===== src/rtl/hazard_stall_controller.sv =====
// hazard_stall_controller: pipeline forwarding, stall/flush control and M-stage wait FSM.
// Define HAZARD_PERF_EN to build the load-use, memory-wait and flush performance counters.
module hazard_stall_controller #(
  parameter int DATA_WIDTH = 32,
  parameter int MAX_WAIT = 16
) (
  input  logic                  clk,
  input  logic                  rst,
  input  logic [4:0]            Rs1D,
  input  logic [4:0]            Rs2D,
  input  logic [4:0]            Rs1E,
  input  logic [4:0]            Rs2E,
  input  logic [4:0]            RdE,
  input  logic [1:0]            ResultsSrcE,
  input  logic                  PCSrcE,
  input  logic [4:0]            RdM,
  input  logic [4:0]            RdW,
  input  logic                  RegWriteM,
  input  logic                  RegWriteW,
  input  logic                  MemAccessM,
  input  logic                  MemReadyM,
  output logic [1:0]            ForwardAE,
  output logic [1:0]            ForwardBE,
  output logic                  StallF,
  output logic                  StallD,
  output logic                  StallE,
  output logic                  StallM,
  output logic                  FlushD,
  output logic                  FlushE,
  output logic                  FlushW,
  output logic                  MemTimeout,
  output logic [DATA_WIDTH-1:0] LoadUseCount,
  output logic [DATA_WIDTH-1:0] MemWaitCount,
  output logic [DATA_WIDTH-1:0] FlushCount
);
  localparam logic [1:0] IDLE = 2'd0, WAIT = 2'd1, ERROR = 2'd2;
  localparam logic [7:0] MAX_CNT = 8'(MAX_WAIT);
  logic [1:0] state;
  logic [7:0] wait_cnt;
  logic lw_stall, mem_stall, br_flush, lu_apply;
  always_comb begin
    ForwardAE = (RegWriteM && RdM != 5'd0 && RdM == Rs1E) ? 2'b10 :
                (RegWriteW && RdW != 5'd0 && RdW == Rs1E) ? 2'b01 : 2'b00;
    ForwardBE = (RegWriteM && RdM != 5'd0 && RdM == Rs2E) ? 2'b10 :
                (RegWriteW && RdW != 5'd0 && RdW == Rs2E) ? 2'b01 : 2'b00;
    lw_stall  = ResultsSrcE == 2'b01 && RdE != 5'd0 && (RdE == Rs1D || RdE == Rs2D);
    // rst gating keeps controls quiet even while an IDLE miss is presented
    mem_stall = !rst && ((state == IDLE && MemAccessM && !MemReadyM) ||
                         (state == WAIT && !MemReadyM) || state == ERROR);
    br_flush  = !rst && !mem_stall && PCSrcE;
    lu_apply  = !rst && !mem_stall && !PCSrcE && lw_stall;
    StallF    = mem_stall || lu_apply;
    StallD    = mem_stall || lu_apply;
    StallE    = mem_stall;
    StallM    = mem_stall;
    FlushW    = mem_stall;
    FlushD    = br_flush;
    FlushE    = br_flush || lu_apply;
    MemTimeout = state == ERROR;
  end
  always_ff @(posedge clk or posedge rst) begin
    if (rst) begin
      state    <= IDLE;
      wait_cnt <= 8'd0;
    end else if (state == IDLE) begin
      if (MemAccessM && !MemReadyM) begin
        state    <= WAIT;
        wait_cnt <= 8'd1;
      end
    end else if (state == WAIT) begin
      if (MemReadyM) begin
        state    <= IDLE;
        wait_cnt <= 8'd0;
      end else if (wait_cnt == MAX_CNT) begin
        state <= ERROR;
      end else begin
        wait_cnt <= wait_cnt + 8'd1;
      end
    end
  end
`ifdef HAZARD_PERF_EN
  always_ff @(posedge clk or posedge rst) begin
    if (rst) begin
      LoadUseCount <= '0;
      MemWaitCount <= '0;
      FlushCount   <= '0;
    end else begin
      LoadUseCount <= LoadUseCount + DATA_WIDTH'(lu_apply);
      MemWaitCount <= MemWaitCount + DATA_WIDTH'(mem_stall);
      FlushCount   <= FlushCount + DATA_WIDTH'(br_flush);
    end
  end
`else
  assign LoadUseCount = '0;
  assign MemWaitCount = '0;
  assign FlushCount   = '0;
`endif
endmodule


===== config.mk =====
export PLATFORM = sky130hd
export DESIGN_NAME = hazard_stall_controller
export DESIGN_NICKNAME = d
export VERILOG_FILES = /design/src/rtl/hazard_stall_controller.sv
export SDC_FILE = /design/constraint.sdc
export NUM_CORES = 1
export LEC_CHECK = 0
export CAP_MARGIN = 20
export CORE_MARGIN = 3
export CORE_UTILIZATION = 33
export CTS_CLUSTER_DIAMETER = 200
export DETAILED_ROUTE_END_ITERATION = 8
export PLACE_DENSITY = 0.79
export SLEW_MARGIN = 20
export SYNTH_ARGS = -nofsm -noshare
export SYNTH_HDL_FRONTEND = slang
export SYNTH_SLANG_ARGS = --single-unit

===== constraint.sdc =====
create_clock -name clk -period 2.31 [get_ports clk]
set_input_delay 0.462 -clock clk [delete_from_list [all_inputs] [get_ports clk]]
set_output_delay 0.462 -clock clk [all_outputs]
set_load 0.01 [all_outputs]

==> impl_results.md <==
- Status: finished, violations left
- Violated checks: setup timing
- Simple-gate share of the synthesized area: 16.4%
- Pwr per Cell Area: 372 nW/µm²
- Mux contribution to synthesized area: 0%
- Count of state elements after synthesis: 10
- Slew Viols, Final: 0
- CORE AREA: 5240 µm²
- FF+latch area: 250 µm²
- Clk Tree Root Cell: clkbuf_8
- Asr flop ratio synth: 100%
- Largest net degree at the start of global routing: 11
- Cell internal pwr: 550 µW
- CTS buffer count: 3
- Peak supply drop: 0.264 mV
- Clock sinks: 10
- Gr ovfl total: 0
- Fin crit period: 2360 ps
- CP Class: primary input to primary output
- GPL Wtd Cong: 0.819
- P_sw: 346 µW
- WL/cell: 11.1 µm
- Worst slew pin tran: 530 ps
- Ant. Diodes: 0
- Worst R2R Path Depth: 6
- # DRC: 0
- Top-count cell post-synth: buf_4
- Sequential cell area fraction in the yosys report: 13.7%
- Top cells by area, synth: buf_4 41%, dfrtp_1 14%, xor2_1 12%
- Worst-Skew Late Latency: 240 ps
- Largest family of logic cells by synthesized area: buffers and inverters
- Max Freq: 0.424 GHz
- Syn. warnings: 0
- Mapped Area: 1830 µm²
- Pleak: 1.28 nW
- Final instance area: 2410 µm²
- CP Capture Type: primary output
- Max_cap viols: 0
- Sequential share of power: 25.8%
- Post-DP HPWL: 3390 µm
- Htree depth: 1
- Initial antenna violation count: 0
- Layout area overhead: 31.9%
- Vias in the first global route: 1342
- Post-synth top area cell: buf_4
- Layout Cells excl Fill: 383
- Number of flops mapped to enable cells by yosys: 0
- Starting Density: 34.9%
- Most used DFF post-synth: dfrtp_1
- Port Buffers: 55
- Clock power share: 24.7%
- Setup TNS: -51.0 ps
- Inst Count DP: 374
- Post-route ant nets: 0
- Area post-placement: 2260 µm²
- Die Y: 80.4 µm
- # rows: 26
- Relative slew slack: 64.2%
- CP startpoint kind: primary input
- Switching share of power: 38.6%
- RSZ-0062 raised after global routing: true
- Via count: 1549
- # IOs: 152
- Share of layout cells above drive strength 1: 22.0%
- Xor and xnor area share after synthesis: 14.9%
- Total track usage: 11.3%
- Crit path max fanout: 2
- Post-Syn Instances: 227
- Netlist cell types: 40
- # fillers: 517
- First-pass GRT wire length: 5800 µm
- DR iter-0 viols: 52
- CTS Buffer Depth: 2
- Synth Area in Compound Gates: 9.46%
- Adder-cell area share of the yosys netlist: 1.37%
- Final setup viols: 1
- Final WS setup: -51.0 ps
- Worst-path clk slew: 50 ps
- CTS tree: yes
- Critical Path AT: 1900 ps
- Comb pwr share: 49.4%
- Final period util: 102%
- Worst EP required: 1850 ps
- WHS Path Cells: 1
- Placement Setup Slack: -771 ps
- Multi-input logic area: 1210 µm²
- Post-synth top area share: 40.7%
- Tot Pwr: 896 µW
- Post-synthesis area per instance: 8.04 µm²
- Vias per cell: 4.04
- Die X-Extent: 80.4 µm
- Routed WL: 4240 µm
- Die ar.: 6460 µm²
- HP Class: flip-flop to flip-flop
- Setup Skew: 2.79 ps
- DR pass1 iterations: 6
- Fin. Hold Viols: 0
- Fin nets: 360
- Most frequent cells after synthesis: 99 x buf_4, 24 x xor2_1, 10 x dfrtp_1
-- kinds of logic (layout without fill, tap and decap cells) --
kind of cell	Yosys count	after routing
buffers and inverters	109	100
AO/OA/AOI/OAI	26	26
AND/OR/NAND/NOR	48	48
flip-flops	10	10
other	1	96
adder cells (fa/ha/maj)	2	2
XOR/XNOR	31	31
-- per-layer routing --
metal	routed length, µm	vias to the layer above	GRT usage (%)	part of all wire (%)
li1	-	738	-	-
met1	1360	714	11.0	32
met2	2450	93	23.1	58
met3	393	4	3.03	9.3
met4	36	0	2.70	0.85
met5	0	-	0	0
-- power groups by stage --
stage               sequential (mW)  clock, mW  combinational (mW)
floorplan                     0.225          0               0.365
global placement              0.232          0               0.411
detailed placement            0.234          0               0.422
CTS                           0.232      0.227               0.423
global route                  0.236      0.239               0.489
finish                        0.231      0.222               0.443
-- stage by stage --
step                      util, %  hold WS, ps
after floorplan                 -          310
after global placement       43.2          518
after detailed placement     43.2          549
after CTS                    45.0          561
after global routing         46.0          596
final                        46.0          558
-- what timing repair did --
item	4_1_cts	5_1_grt
gates cloned	0	0
hold buffers	0	0
buffers inserted	2	3
endpoints found under the setup margin	11	11
resized for setup	87	17
pin swaps	14	14
-- path summary, 6_finish.rpt --
check / startpoint / end / slack, ps
min reg2reg: wait_cnt[7] / wait_cnt[7] / 560
max reg2reg: wait_cnt[0] / wait_cnt[7] / 430
max: RdM[4] / ForwardAE[0] / -50
max in group asynchronous: rst / wait_cnt[3] / 1470
min: wait_cnt[7] / wait_cnt[7] / 560
min in group asynchronous: rst / state[1] / 700
-- layout make-up --
class,instances,share of cell area (%)
Timing Repair Buffer,89,32.3
Tap cell,70,3.64
Multi-Input combinational cell,203,50.3
Sequential cell,10,10.4
Clock buffer,4,2.29
Inverter,7,1.09
-- flip-flops by register name, indices dropped and copies added, names as in the netlist --
name	count
state	2
wait_cnt	8
-- critical path, stage by stage --
cell     delay (ps)
buf_6           100
or4_4           530
o21ai_4         160
buf_6           120
nor4_4           40
nor4_2          300
buf_2           180
-- cells in the final DEF, fill, tap and decap left out, types with 2 or more instances in the layout --
cell             count
nand2_1              2
nor2_1               7
o21ai_0              4
xnor2_1              7
and2_1               2
nor4_2               2
or2_2                2
clkdlybuf4s15_2      3
dlygate4sd2_1       14
ha_1                 2
dlymetal6s2s_1       5
xor2_1              24
nand3_1              7
nor3_2               2
clkbuf_2             3
buf_2                5
buf_4               32
nor4_4               2
or4_1                6
clkdlybuf4s50_1     17
clkdlybuf4s15_1      4
o21bai_1             2
a21oi_1              5
clkbuf_8             4
o31ai_1              3
and3_1               2
dfrtp_1             10
inv_1                7
buf_6                6
or3_1                3
conb_1              96
Note: power is estimated with default switching activity, not from simulation.
